<file path="src/rtl/sseg_pkg.sv">
// sseg_pkg: shared constants and types for the 7-segment scan monitor.
// Segment order is {g,f,e,d,c,b,a}, active-low.
package sseg_pkg;

  localparam int NUM_DIGITS = 4;

  typedef logic [6:0] seg_t;

  localparam seg_t SEG_BLANK = 7'b1111111;

  localparam seg_t SEG_0 = 7'b1000000;
  localparam seg_t SEG_1 = 7'b1111001;
  localparam seg_t SEG_2 = 7'b0100100;
  localparam seg_t SEG_3 = 7'b0110000;
  localparam seg_t SEG_4 = 7'b0011001;
  localparam seg_t SEG_5 = 7'b0010010;
  localparam seg_t SEG_6 = 7'b0000010;
  localparam seg_t SEG_7 = 7'b1111000;
  localparam seg_t SEG_8 = 7'b0000000;
  localparam seg_t SEG_9 = 7'b0010000;
  localparam seg_t SEG_A = 7'b0001000;
  localparam seg_t SEG_B = 7'b0000011;
  localparam seg_t SEG_C = 7'b1000110;
  localparam seg_t SEG_D = 7'b0100001;
  localparam seg_t SEG_E = 7'b0000110;
  localparam seg_t SEG_F = 7'b0001110;

endpackage

</file>
<file path="src/rtl/sseg_hex_dec.sv">
// sseg_hex_dec: maps one captured active-low segment pattern back to a hex
// nibble. Unknown patterns decode to nibble 0 with valid low.
module sseg_hex_dec
  import sseg_pkg::*;
(
  input  seg_t       seg,
  output logic [3:0] nib,
  output logic       valid,
  output logic       blank
);

  // Table lookup; the all-off pattern is reported separately as blank.
  always_comb begin
    nib   = 4'h0;
    valid = 1'b1;
    blank = 1'b0;
    case (seg)
      SEG_0: nib = 4'h0;
      SEG_1: nib = 4'h1;
      SEG_2: nib = 4'h2;
      SEG_3: nib = 4'h3;
      SEG_4: nib = 4'h4;
      SEG_5: nib = 4'h5;
      SEG_6: nib = 4'h6;
      SEG_7: nib = 4'h7;
      SEG_8: nib = 4'h8;
      SEG_9: nib = 4'h9;
      SEG_A: nib = 4'hA;
      SEG_B: nib = 4'hB;
      SEG_C: nib = 4'hC;
      SEG_D: nib = 4'hD;
      SEG_E: nib = 4'hE;
      SEG_F: nib = 4'hF;
      SEG_BLANK: begin
        valid = 1'b0;
        blank = 1'b1;
      end
      default: valid = 1'b0;
    endcase
  end

endmodule

</file>
<file path="src/rtl/sseg_scan_rx.sv">
// sseg_scan_rx: monitor for a multiplexed 4-digit 7-segment bus.
// Synchronizes {an,sseg,dp}, waits for a stable dwell, then latches the
// pattern of the single active digit and decodes it.
// Optional build macro SSEG_SCAN_RX_TIMEOUT_EN adds per-digit staleness
// watchdogs that force a digit to blank/invalid when it stops refreshing.
module sseg_scan_rx
  import sseg_pkg::*;
#(
  parameter int STABLE_CYCLES = 16,
  parameter int TIMEOUT_W     = 20
) (
  input  logic        clk,
  input  logic        rst_n,
  input  logic [3:0]  an,
  input  logic [6:0]  sseg,
  input  logic        dp,
  output logic [15:0] hex,
  output logic [27:0] seg_cap,
  output logic [3:0]  dp_cap,
  output logic [3:0]  valid,
  output logic [3:0]  blank,
  output logic        upd,
  output logic        err
);

  // The counter value one below the fire point: capture happens on the edge
  // where the count steps onto STABLE_CYCLES-1.
  localparam logic [7:0] CNT_MAX  = 8'(STABLE_CYCLES);
  localparam logic [7:0] CNT_FIRE = 8'(STABLE_CYCLES - 2);

  logic [11:0] sync1, sync2, prev;
  logic [7:0]  stab_cnt;
  logic [3:0]  an_s;
  seg_t        sseg_s;
  logic        dp_s;
  logic        same, cap_fire, cap_one;
  logic [1:0]  cap_idx;
  seg_t        seg_q [NUM_DIGITS];
  logic [3:0]  dp_q;
  logic        upd_pend;
  logic [3:0]  dec_valid, dec_blank, stale;

  assign an_s     = sync2[11:8];
  assign sseg_s   = sync2[7:1];
  assign dp_s     = sync2[0];
  assign same     = (sync2 == prev);
  assign cap_fire = same && (stab_cnt == CNT_FIRE);

  // Two-flop synchronizer plus a one-cycle history for change detection;
  // resets to the idle (all-off) bus so a driven bus after reset counts as a change.
  always_ff @(posedge clk or negedge rst_n) begin
    if (!rst_n) begin
      sync1 <= '1;
      sync2 <= '1;
      prev  <= '1;
    end else begin
      sync1 <= {an, sseg, dp};
      sync2 <= sync1;
      prev  <= sync2;
    end
  end

  // Stability counter: restart on any change, otherwise count up and saturate.
  always_ff @(posedge clk or negedge rst_n) begin
    if (!rst_n)
      stab_cnt <= '0;
    else if (!same)
      stab_cnt <= '0;
    else if (stab_cnt < CNT_MAX)
      stab_cnt <= stab_cnt + 8'd1;
  end

  // Identify the single active-low anode, if exactly one is driven.
  always_comb begin
    cap_one = 1'b0;
    cap_idx = 2'd0;
    case (an_s)
      4'b1110: begin cap_one = 1'b1; cap_idx = 2'd0; end
      4'b1101: begin cap_one = 1'b1; cap_idx = 2'd1; end
      4'b1011: begin cap_one = 1'b1; cap_idx = 2'd2; end
      4'b0111: begin cap_one = 1'b1; cap_idx = 2'd3; end
      default: ;
    endcase
  end

  // Capture registers and a delayed change flag so upd trails the capture edge by one cycle.
  always_ff @(posedge clk or negedge rst_n) begin
    if (!rst_n) begin
      for (int d = 0; d < NUM_DIGITS; d++) seg_q[d] <= SEG_BLANK;
      dp_q     <= '1;
      upd_pend <= 1'b0;
      upd      <= 1'b0;
    end else begin
      upd_pend <= 1'b0;
      upd      <= upd_pend;
      if (cap_fire && cap_one) begin
        seg_q[cap_idx] <= sseg_s;
        dp_q[cap_idx]  <= dp_s;
        upd_pend       <= (seg_q[cap_idx] != sseg_s) || (dp_q[cap_idx] != dp_s);
      end
    end
  end

  // Sticky error when a stable dwell shows more than one anode driven.
  always_ff @(posedge clk or negedge rst_n) begin
    if (!rst_n)
      err <= 1'b0;
    else if (cap_fire && !cap_one && (an_s != 4'hF))
      err <= 1'b1;
  end

  for (genvar d = 0; d < NUM_DIGITS; d++) begin : g_dig
    sseg_hex_dec u_dec (
      .seg   (seg_q[d]),
      .nib   (hex[4*d +: 4]),
      .valid (dec_valid[d]),
      .blank (dec_blank[d])
    );
    assign seg_cap[7*d +: 7] = seg_q[d];
  end

  assign dp_cap = dp_q;
  assign valid  = dec_valid & ~stale;
  assign blank  = dec_blank | stale;

`ifdef SSEG_SCAN_RX_TIMEOUT_EN
  logic [TIMEOUT_W-1:0] wdog [NUM_DIGITS];

  // Per-digit refresh watchdogs: cleared by that digit's capture, saturate at all-ones.
  always_ff @(posedge clk or negedge rst_n) begin
    if (!rst_n) begin
      for (int d = 0; d < NUM_DIGITS; d++) wdog[d] <= '0;
    end else begin
      for (int d = 0; d < NUM_DIGITS; d++) begin
        if (cap_fire && cap_one && (cap_idx == 2'(d)))
          wdog[d] <= '0;
        else if (wdog[d] != '1)
          wdog[d] <= wdog[d] + 1'b1;
      end
    end
  end

  for (genvar d = 0; d < NUM_DIGITS; d++) begin : g_stale
    assign stale[d] = &wdog[d];
  end
`else
  logic unused_timeout_w;
  assign unused_timeout_w = (TIMEOUT_W > 0);
  assign stale = '0;
`endif

endmodule

</file>
<file path="config.mk">
export PLATFORM = sky130hd
export DESIGN_NAME = sseg_scan_rx
export DESIGN_NICKNAME = d
export VERILOG_FILES = /design/src/rtl/sseg_pkg.sv /design/src/rtl/sseg_hex_dec.sv /design/src/rtl/sseg_scan_rx.sv
export SDC_FILE = /design/constraint.sdc
export NUM_CORES = 1
export LEC_CHECK = 0
export BUFFER_PORTS_ARGS = -buffer_cell sky130_fd_sc_hd__buf_2
export CORE_MARGIN = 5
export CORE_UTILIZATION = 55
export DETAILED_ROUTE_END_ITERATION = 8
export PLACE_DENSITY = 0.78
export SYNTH_ARGS = -nofsm -noshare
export SYNTH_HDL_FRONTEND = slang
export SYNTH_HIERARCHICAL = 1
export SYNTH_SLANG_ARGS = --single-unit
</file>
<file path="constraint.sdc">
create_clock -name clk -period 4.1 [get_ports clk]
set_clock_uncertainty 0.15 [all_clocks]
set_input_delay 1.025 -clock clk [delete_from_list [all_inputs] [get_ports clk]]
set_output_delay 1.025 -clock clk [all_outputs]
set_load 0.01 [all_outputs]
</file>
After elaboration in Yosys (flattened, before gate mapping)
Cells that the tools add are included.

Word-level logic and storage cells: 138. Input port bits: 14. Register bits after elaboration: 79. Output and inout bits: 58.

Order comparisons: 5. Multiplexer cells: 28. Bitwise operators: 1. Reduce and logical (&&, ||, !) cells: 17. Eq/ne operators: 74. $add $sub $neg: 1.

Operator list (count): case mux 4 bit (15 select lines) (4); == test 7 bit, second input constant (20); == test 7 x 5 -> 1 bit, second input constant (12); == test 7 x 6 -> 1 bit, second input constant (12); OR reduction 16 bit (4); == test 7 x 2 -> 1 bit, second input constant (8); == test 7 x 4 -> 1 bit, second input constant (8); bitwise mux 28 bit (1); == test 7 x 3 -> 1 bit, second input constant (4); logical NOT 7 bit (4); 2-to-1 mux 7 bit (3); 2-to-1 mux 8 bit (2); binary-select mux 7 bit (select 2 bit) (1); demux 7 bit (select 2 bit) (1); == test 12 bit (1); == test 4 bit, second input constant (3); 2-to-1 mux 1 bit (12); adder 8 x 1 -> 8 bit, second input constant (1); == test 8 x 4 -> 1 bit, second input constant (1); < comparator 8 x 5 -> 1 bit, second input constant (1); != test 7 bit (1); logical AND 1 bit (6); case mux 2 bit (3 select lines) (1); bitwise mux 4 bit (1); other kinds (14) (14).

Logic depth before layout (Yosys ltp)
Depth in word-level cells: 9. Depth in mapped cells: 8.

By module
The synthesis kept the hierarchy.

Modules (own cells, without submodules): sseg_scan_rx (sequential area each 2062.0 µm², instances 1, area an instance 3158.0 µm², cells an instance 207); sseg_hex_dec (sequential area each 0.0 µm², instances 4, area an instance 381.6 µm², cells an instance 59).

Least setup slack after synthesis
No wires, ideal clock.

Path kind: reg2out. From: register seg_q (netlist bit seg_cap[16]). To: output port valid[2]. Data required time: 2.925 ns. Cell stages (with the launch flop): 6. Slack: 1.286 ns. Arrival time: 1.639 ns. Cell sequence: dfstp_2 buf_2 nor4b_1 o31ai_4 nand4_2 or3_1.

Longest elaborated chain between the ends: 3. Elaborated cells on any way between the ends: 18. Those cells by class: 15 x eq/ne; 1 x mux; 2 x reduce/logical.

Ends and longest elaborated chain: from (decl) (line sseg_scan_rx.sv:38) `seg_t seg_q [NUM_DIGITS];`; from (signal, indexed assignment) (line sseg_scan_rx.sv:97) `seg_q[cap_idx] <= sseg_s;`; == test 7 bit (tied with other cells) (line sseg_hex_dec.sv:17) `case (seg)`; OR reduction 16 bit (no source line) (*); 2-to-1 mux 1 bit (*) (line sseg_hex_dec.sv:17); to (decl) (line sseg_scan_rx.sv:20) `output logic [3:0] valid,`.

Mark *: on every way between the ends. The rest lies on a longest branch, timed or not.

Worst setup path after layout
From: register seg_q (netlist bit seg_cap[7]). To: output port valid[1].

The elaborated chain is that of the path after synthesis.

==> impl_metrics.py <==
metrics = {
    "setup_path": {
        "cp.arrival_ps": 2220,
        "crit_cells": 5,
        "cp_max_fo": 19,
        "r2r.worst_path.cells": 6,
        "crit_family": "flip-flops",
        "cp-start-kind": "flop",
        "cp_data_required_time_ps": 2920,
        "cpPeakStageDelay_ps": 750,
        "worstSetupPathType": "flop to output port",
        "setup.worst_path.end_class": "output port",
        "crit_chain": "and3b_1 -> o31ai_4 -> nand4_2 -> or3_1 -> buf_2",
        "cpMaxStageDelayCell": "dfstp_2",
        "path_buf_inv": 1,
    },
    "timing": {
        "rsz0062_at_grt": "false",
        "worst_slew_pin_slew_ps": 968,
        "fin_setup_tns_ps": 0,
        "setup_viol": 0,
        "max_freq_ghz": 0.294,
        "final.min_clock_period_ps": 3400,
        "finalMaxSlewViolations": 0,
        "max-slew-margin-rel_pct": 35.5,
        "min_period_over_period_pct": 82.9,
        "finalHoldViolCount": 0,
    },
    "grt": {
        "grt_pass1_vias": 3496,
        "grt_usage_pct": 21.0,
        "grt_overflow_total": 0,
        "grt_max_degree": 48,
        "antenna_found_initial": 0,
        "grt_pass1_wl_mm": 17.5,
    },
    "cells_and_area": {
        "fin_util_pct": 63.2,
        "n_fill_cell": 692,
        "multi_input_area_um2": 2420,
        "seqCellArea_um2": 2060,
        "fin_nets": 509,
        "layout-drive-gt1-share_pct": 42.4,
        "antennaDiodeCount": 0,
        "instances_no_fill": 603,
        "syn_to_final_growth_pct": 11.4,
    },
    "power": {
        "ir_drop_mv": 0.314,
        "total_power_w": 0.00150,
        "p_leak_nw": 2.16,
        "power_density_nw_per_um2": 287,
    },
    "floorplan": {
        "die_w_um": 102,
        "rows": 33,
        "fp.dieH_um": 102,
        "start_util_pct": 56.7,
        "die_area_um2": 10500,
        "pin_count": 72,
        "core-area_um2": 8260,
    },
    "clock_tree": {
        "htree_levels": 3,
        "insertion_delay_ps": 350,
        "cts_resized": 0,
        "clock_path_buffers": 2,
        "cts_root_buffer": "clkbuf_8",
        "clkTransAtPathRegs_ps": 90,
        "cts_tree": "yes",
        "post_cts_buffers": 0,
        "numClockSinks": 79,
        "hold_buffers": 0,
        "numCtsBuffers": 9,
    },
    "synthesis": {
        "synth_xor_area_share_pct": 5.05,
        "synth.avg_cell_area_um2": 10.6,
        "synth_top_family_by_area": "simple AND/OR/NAND/NOR gates",
        "synthArstFlopShare_pct": 100,
        "ys.flop_type": "dfstp_2",
        "yosysUniqueCellTypes": 54,
        "ys_seq_elements": 79,
        "synth_compound_area_share_pct": 15.0,
        "synth-simple-area-share_pct": 23.2,
        "yosysSeqAreaShare_pct": 44.0,
        "syn_nets": 459,
        "syn_inst": 443,
        "synth_edf_count": 0,
        "synth-adder-area-share_pct": 0.748,
        "yosys-mux-area-fraction_pct": 7.69,
        "yosys_warnings": 6,
        "netlist_area_um2": 4680,
    },
    "placement": {
        "dp_cells": 587,
        "hpwl_mm": 7.37,
        "port_buffers": 71,
        "gp_congestion": 0.848,
    },
    "routing": {
        "first_pass_iters": 6,
        "vias": 3730,
        "drt_iter0_markers": 339,
        "viasPerCell": 6.19,
        "drtAntennaViolNets": 0,
        "wl_mm": 10.7,
        "wire_per_inst_um": 17.7,
        "drc_errors": 0,
    },
    "run": {
        "max_cap_viol_count": 0,
    },
    "min_path": {
        "min_path_type": "flop to flop",
        "hold_path_depth": 0,
    },
    "outcome": {
        "status": "complete, no violations",
    },
}
[power by group]
group          internal [W]  switching, W
clock network      0.000307      0.000302
logic             0.0000187     0.0000305
registers          0.000814     0.0000230
[stage by stage]
step | hold WS, ps | worst slack (ps) | area (µm²)
4_1_cts | 204 | 703 | 5220
6_report | 205 | 703 | 5220
2_1_floorplan | 181 | 1290 | 4680
3_5_place_dp | 185 | 1090 | 5000
3_3_place_gp | 186 | 1130 | 5000
5_1_grt | 199 | 578 | 5220
[cells by family (layout without fill, tap and decap cells)]
kind of cell	after synthesis	count (layout)
XOR/XNOR	27	27
AND/OR/NAND/NOR	176	176
AO/OA/AOI/OAI	87	87
buffers and inverters	39	94
multiplexers	32	32
adder cells (fa/ha/maj)	3	3
flip-flops	79	79
[state kept, by name (all words and copies together) (netlist names)]
name,cells
upd,1
dp_cap,4
stab_cnt,8
sync1,12
sync2,12
err,1
prev,12
upd_pend,1
seg_cap,28
[Yosys cell counts (11+ instances only)]
cell	n	area, µm²
dfstp_2	68	1790
nor2_1	33	124
mux2_2	32	360
nand3_1	17	85.1
nor2b_1	17	106
buf_2	16	80.1
nand2_1	15	56.3
xor2_1	14	123
a21oi_1	13	65.1
nor4_1	13	81.3
o21ai_0	13	65.1
xnor2_1	13	114
nand2b_1	12	75.1
clkbuf_1	11	41.3
dfrtp_1	11	275
[path summary, 6_finish.rpt]
kind | startpoint | to | slack, ps
hold reg to reg | upd_pend$_DFF_PN0_ | upd$_DFF_PN0_ | 200
setup / recovery | seg_cap[7]$_DFFE_PN1P_ | valid[1] | 700
max in group asynchronous | rst_n | sync1[10]$_DFF_PN1_ | 2260
min in group asynchronous | rst_n | stab_cnt[5]$_DFFE_PN0P_ | 670
hold / removal | upd_pend$_DFF_PN0_ | upd$_DFF_PN0_ | 200
setup reg to reg | sync2[9]$_DFF_PN1_ | upd_pend$_DFF_PN0_ | 1470
[layout make-up]
cell class	instances	share of cell area, %
flip-flops and latches	79	39.5
well taps	105	2.52
inverters	5	0.360
clock inverters	6	1.44
clock buffers	10	2.64
multi-input cells	325	46.4
repair buffers	73	7.10
[metal layers]
metal	global-route usage [%]	vias up	share of wire, %	wire length [µm]
li1	-	1750	-	-
met3	2.80	19	6.3	669
met2	34.8	140	50	5330
met4	7.47	0	1.9	199
met1	28.5	1821	42	4500
met5	0	-	0	0
[cells in the final DEF (no fill, tap or decap), types with 12 or more instances in the layout]
master,netlist,final
nor2_1,33,33
a21oi_1,13,13
buf_2,16,71
xnor2_1,13,13
o21ai_0,13,13
nand3_1,17,17
nor2b_1,17,17
dfstp_2,68,68
nor4_1,13,13
mux2_2,32,32
nand2b_1,12,12
nand2_1,15,15
xor2_1,14,14
No activity file was read; power rests on OpenSTA's default activity.
